==> src/rtl/counter_top_pkg.sv <==
// Shared defaults and sizing helper for the counter_top demo block.
package counter_top_pkg;

    localparam int CT_WIDTH     = 4;
    localparam int CT_MAX_VAL   = 15;
    localparam int CT_DIV_COUNT = 1;

    // Bits needed to represent values 0..value-1 (never less than one).
    function automatic int ct_clog2(input longint unsigned value);
        longint unsigned v;
        int              bits;
        bits = 0;
        v    = (value > 0) ? value - 1 : 0;
        while (v > 0) begin
            bits = bits + 1;
            v    = v >> 1;
        end
        return (bits < 1) ? 1 : bits;
    endfunction

endpackage

==> src/rtl/counter_top_tick_gen.sv <==
// Prescaler: one-cycle tick every DIV_COUNT clocks, forced low while in reset.
module tick_gen
    import counter_top_pkg::*;
#(
    parameter int DIV_COUNT = CT_DIV_COUNT,
    parameter int DIV_WIDTH = ct_clog2(longint'(DIV_COUNT) + 1)
) (
    input  logic clk,
    input  logic rs,
    output logic tick
);

    logic [DIV_WIDTH-1:0] div_cnt;

    // Gated by rs so the tick reads 0 during reset even when DIV_COUNT is 1.
    assign tick = rs && (div_cnt == DIV_WIDTH'(DIV_COUNT - 1));

    always_ff @(posedge clk or negedge rs) begin
        if (!rs) begin
            div_cnt <= '0;
        end else if (tick) begin
            div_cnt <= '0;
        end else begin
            div_cnt <= div_cnt + DIV_WIDTH'(1);
        end
    end

endmodule

==> src/rtl/counter_top.sv <==
// Free-running up counter wrapping at MAX_VAL, advanced by a prescaler tick.
module counter_top
    import counter_top_pkg::*;
#(
    parameter int WIDTH     = CT_WIDTH,
    parameter int MAX_VAL   = CT_MAX_VAL,
    parameter int DIV_COUNT = CT_DIV_COUNT,
    parameter int DIV_WIDTH = 32
) (
    input  logic             clk,
    input  logic             rs,
    output logic [WIDTH-1:0] q
);

    logic tick;

    tick_gen #(
        .DIV_COUNT (DIV_COUNT),
        .DIV_WIDTH (DIV_WIDTH)
    ) u_tick_gen (
        .clk  (clk),
        .rs   (rs),
        .tick (tick)
    );

    always_ff @(posedge clk or negedge rs) begin
        if (!rs) begin
            q <= '0;
        end else if (tick) begin
            if (q == WIDTH'(MAX_VAL)) begin
                q <= '0;
            end else begin
                q <= q + WIDTH'(1);
            end
        end
    end

endmodule

==> config.mk <==
export PLATFORM = sky130hd
export DESIGN_NAME = counter_top
export DESIGN_NICKNAME = d
export VERILOG_FILES = /design/src/rtl/counter_top_pkg.sv /design/src/rtl/counter_top_tick_gen.sv /design/src/rtl/counter_top.sv
export SDC_FILE = /design/constraint.sdc
export NUM_CORES = 1
export LEC_CHECK = 0
export CORE_ASPECT_RATIO = 1.1
export CORE_UTILIZATION = 59
export DETAILED_ROUTE_END_ITERATION = 8
export GPL_TIMING_DRIVEN = 0
export PLACE_DENSITY_LB_ADDON = 0.15
export SLEW_MARGIN = 25
export SYNTH_ARGS = -nofsm -noshare
export SYNTH_HDL_FRONTEND = slang
export SYNTH_HIERARCHICAL = 1
export SYNTH_SLANG_ARGS = --single-unit
==> constraint.sdc <==
create_clock -name clk -period 2.1 [get_ports clk]
set_clock_uncertainty 0.05 [all_clocks]
set_input_delay 0.525 -clock clk [delete_from_list [all_inputs] [get_ports clk]]
set_output_delay 0.525 -clock clk [all_outputs]
set_load 0.01 [all_outputs]
# Word-level counts from Yosys, hierarchy flattened
# Cells that the tools add are included.
[classes]
n_addsub = 2
muxes = 2
reduce_logical = 2
eq_ne = 1
[ops]
columns = ["op", "count"]
rows = [
  ["$add A32 B1 Y32 const B", 1],
  ["$logic_not A32 Y1", 1],
  ["$mux W32", 1],
  ["$add A4 B1 Y4 const B", 1],
  ["$eq A4 B4 Y1 const B", 1],
  ["$mux W4", 1],
  ["$logic_and A1 B1 Y1", 1],
]
[totals]
word_cells = 9
reg_bits = 36

# Logic depth before layout (Yosys ltp)
[logic_depth]
word_depth = 3
ltp_mapped = 8
ltp_nobuf = 8

# Cells and area by module
# Netlist, hierarchy kept.
[modules_own_cells]
columns = ["mod", "seq_area_each_um2", "n_inst", "area_per_inst_um2", "cells_per_inst"]
rows = [
  ["tick_gen", 800.8, 1, 1561.5, 138],
  ["counter_top", 100.1, 1, 180.2, 17],
]

# Worst setup path before layout
# Ideal clock, no wire load.
[synth_path]
kind = "flip-flop to flip-flop"
from = "register u_tick_gen.div_cnt[0]"
to = "register q[1]"
path_slack_ns = 0.320
n_path_buf = 0
t_arrival_ns = 1.606
path_stages_with_launch = 7
synth_period_minus_slack_ns = 1.780
path_cell_list = "dfrtp_1 > inv_1 > ha_1 > nor4b_1 > nand4_1 > nor2_1 > mux2_2"
[synth_via]
elab_chain_len = 2
[synth_rtl]
columns = ["element", "line", "source"]
rows = [
  ["start, declared", "counter_top_tick_gen.sv:13", "logic [DIV_WIDTH-1:0] div_cnt;"],
  ["start signal, assigned", "counter_top_tick_gen.sv:24", "div_cnt <= div_cnt + DIV_WIDTH'(1);"],
  ["$logic_not A32 Y1", "counter_top_tick_gen.sv:16", "assign tick = rs && (div_cnt == DIV_WIDTH'(DIV_COUNT - 1));"],
  ["$logic_and A1 B1 Y1", "counter_top_tick_gen.sv:16", ""],
  ["via tick", "counter_top.sv:15", "logic tick;"],
  ["end signal, assigned", "counter_top.sv:33", "q <= q + WIDTH'(1);"],
  ["end, declared", "counter_top.sv:12", "output logic [WIDTH-1:0] q"],
]
# The timed path passes the listed nets, and every way through them passes these cells.
# A chain may end at the register's enable or synchronous reset.

# Worst setup path after layout
[layout_path]
from = "register q[2]"
to = "output port q[2]"
# No word-level cell between the ends.

==> results.md <==
- IO Count: 6
- CTS tree: yes
- Cell taking the most area after synthesis: dfrtp_1
- Synthesized Nets: 160
- Ys Warns: 6
- CTS Buf Count: 5
- Fmax: 522 MHz
- Final setup vio count: 0
- NetSw: 0.000232 W
- Synth cell types: 29
- Avg Cell Area, Syn: 11.2 um^2
- H-tree Lvls: 2
- Row cnt: 20
- Leak Pwr: 0.924 nW
- Gates resized, CTS repair: 0
- Core box area: 2780 um^2
- Clock Pin Slew Worst Setup and Hold Paths: approximately 100 ps
- # DRC: 0
- Mapped cell area: around 1700 um^2
- Number of port buffers: 5
- Post-DP HPWL: 2140 um
- Setup Buffers After CTS: 0
- Final nets: 173
- WP data arrival: 1340 ps
- Global Route Usage Sum: 0.231
- Worst Path Max Fanout: 5
- Type of origin of the critical path: register
- Sequential share of the synthesized area: 0.517
- Gpl congestion: approximately 0.79
- WL met3: 102 um
- WP buf/inv: 1
- Largest net degree at the start of global routing: 23
- Ranking of synthesized cells by area: dfrtp_1 52%, xor2_1 8.0%, xnor2_1 7.5%
- Combinational share of power: 0.019
- Layout cell share with drive strength beyond 1: 0.136
- Sw frac: 0.212
- Post-synth EDFFs: 0
- Ant diodes: 0
- GRT overflow: 0
- Fin worst setup slack: 185 ps
- Status: completed
- Minimum clock period: 1910 ps
- Crit-path cells: clkdlybuf4s50_1
- Hold Crit Class: in -> async
- Met1 Wirelength: roughly 1300 um
- Hold-fix buffers, CTS: 0
- Synth top area share: 0.517
- Routed wire length: about 3000 um
- Clock power frac: 0.349
- Commonest cells after routing, fill and taps aside: 36 x dfrtp_1, 16 x xor2_1, 15 x xnor2_1
- Hold WS: 47.0 ps
- Total number of vias: about 1200
- Synth Register Bits: 36
- Post-Syn Instances: 155
- Area delta synth->final: 10.1%
- Vias in the first global route: 1196
- Synth Flop Type: dfrtp_1
- Clock Sinks: 36
- Die ar.: 3170 um^2
- Slew @ Worst Pin: around 400 ps
- Slew margin rel.: 0.735
- Power density cells: 572 nW/um^2
- Util after Layout: 0.690
- WL/cell: roughly 15 um
- Met2 WL: 1470 um
- Crit Path Class: reg -> out
- Clk_lat worst skew: around 340 ps
- First-pass GRT wire length: a little over 5000 um
- Final worst-path cycle share: 0.912
- Slew Limit Fails: 0
- Final ANT Viol Nets: 0
- DR vias/cell: 5.80
- Required @ worst endpoint: 1520 ps
- Starting density of the core: 0.627
- Peak VDD IR: 0.504 mV
- Critical path endpoint category: output pin
- Place WS: -245 ps
- DR iter-0 viols: 19
- Pre-Repair DR Iteration Count: 4
- Reg power frac: 0.632
- Initial antenna violation count: 0
- Die Width: 53.8 um
- CP top delay family: buffers and inverters
- Slowest Stage Delay on Critical Path: 560 ps
- Post-synth ARST share: 1.00
- Top layer in use: met4
- Clock Path Buffers: 2
- Critical-path top delay cell: clkdlybuf4s50_1
- Most common cell after layout, fill and taps aside: dfrtp_1
- MaxCap Viol Count: 0
- Root buffer cell: clkbuf_4
- Final Hold Fails: 0
- RSZ-0062 raised after global routing: false
- Int Pwr: 0.000864 W
- Die height: 59.0 um
sequential cells by signal, indices dropped and copies added, names as in the netlist:
name and cells:
q 4, u_tick_gen/div_cnt 32
area by class of cell:
class                           instances  area [um^2]
Sequential cell                        36          901
Fill cell                             215          861
Multi-Input combinational cell        108          795
Timing Repair Buffer                    6         72.6
Clock buffer                            8         58.8
Tap cell                               33         41.3
Inverter                               10         37.5
Buffer                                  1         11.3
layer usage:
metal,vias up,GRT usage
met5,-,0
li1,569,-
met4,0,0.109
met2,18,0.365
met1,579,0.282
met3,6,0.0718
cells in the mapped netlist (2+ instances only):
master	n
nand3_2	2
nand2_1	8
nor3_1	7
nor4_1	8
xor2_1	16
nand4_1	6
nor4b_1	2
o21ai_1	2
xnor2_1	15
dfrtp_1	36
ha_1	3
and3_1	7
nand3_1	8
nor2_1	7
nor3_2	4
and2_1	2
inv_1	10
cells by family (layout without fill, tap and decap cells):
kind of cell / Yosys count / in the layout / synth area share
and+or+nand+nor: 69 / 69 / 0.259
xor gates and xnor gates: 31 / 31 / 0.156
AOI/OAI and AO/OA: 4 / 4 / 0.0115
adders and majority gates: 3 / 3 / 0.0216
buffers and inverters: 11 / 25 / 0.0280
DFF: 36 / 36 / 0.517
muxes: 1 / 1 / 0.00647
stage by stage:
step	instance area [um^2]	std cells	setup TNS, ps	power [W]
finish	1920	202	0	0.00110
global route	1920	202	0	0.00115
CTS	1910	202	0	0.00112
floorplan	1740	155	0	0.000707
detailed placement	1860	194	-624	0.000728
global placement	1830	193	-18680	0.000722
final timing paths:
check                                  startpoint                endpoint  slack (ps)  cells past startpoint
min reg2reg                u_tick_gen/div_cnt[31]  u_tick_gen/div_cnt[31]         430                      1
min in group clk           u_tick_gen/div_cnt[31]  u_tick_gen/div_cnt[31]         430                      1
min                                            rs   u_tick_gen/div_cnt[1]          50                      1
max                                          q[2]                    q[2]         190                      1
max in group asynchronous                      rs  u_tick_gen/div_cnt[21]        1520                      2
max reg2reg                 u_tick_gen/div_cnt[0]                    q[1]         200                      6
power groups by stage:
stage	Clock (W)	Sequential [W]	Combinational, W
2_1_floorplan	0	0.000707	0.000000755
4_1_cts	0.000402	0.000693	0.0000220
6_report	0.000383	0.000693	0.0000209
5_1_grt	0.000428	0.000693	0.0000246
3_3_place_gp	0	0.000706	0.0000157
3_5_place_dp	0	0.000706	0.0000220
(Power assumes the default switching activity.)
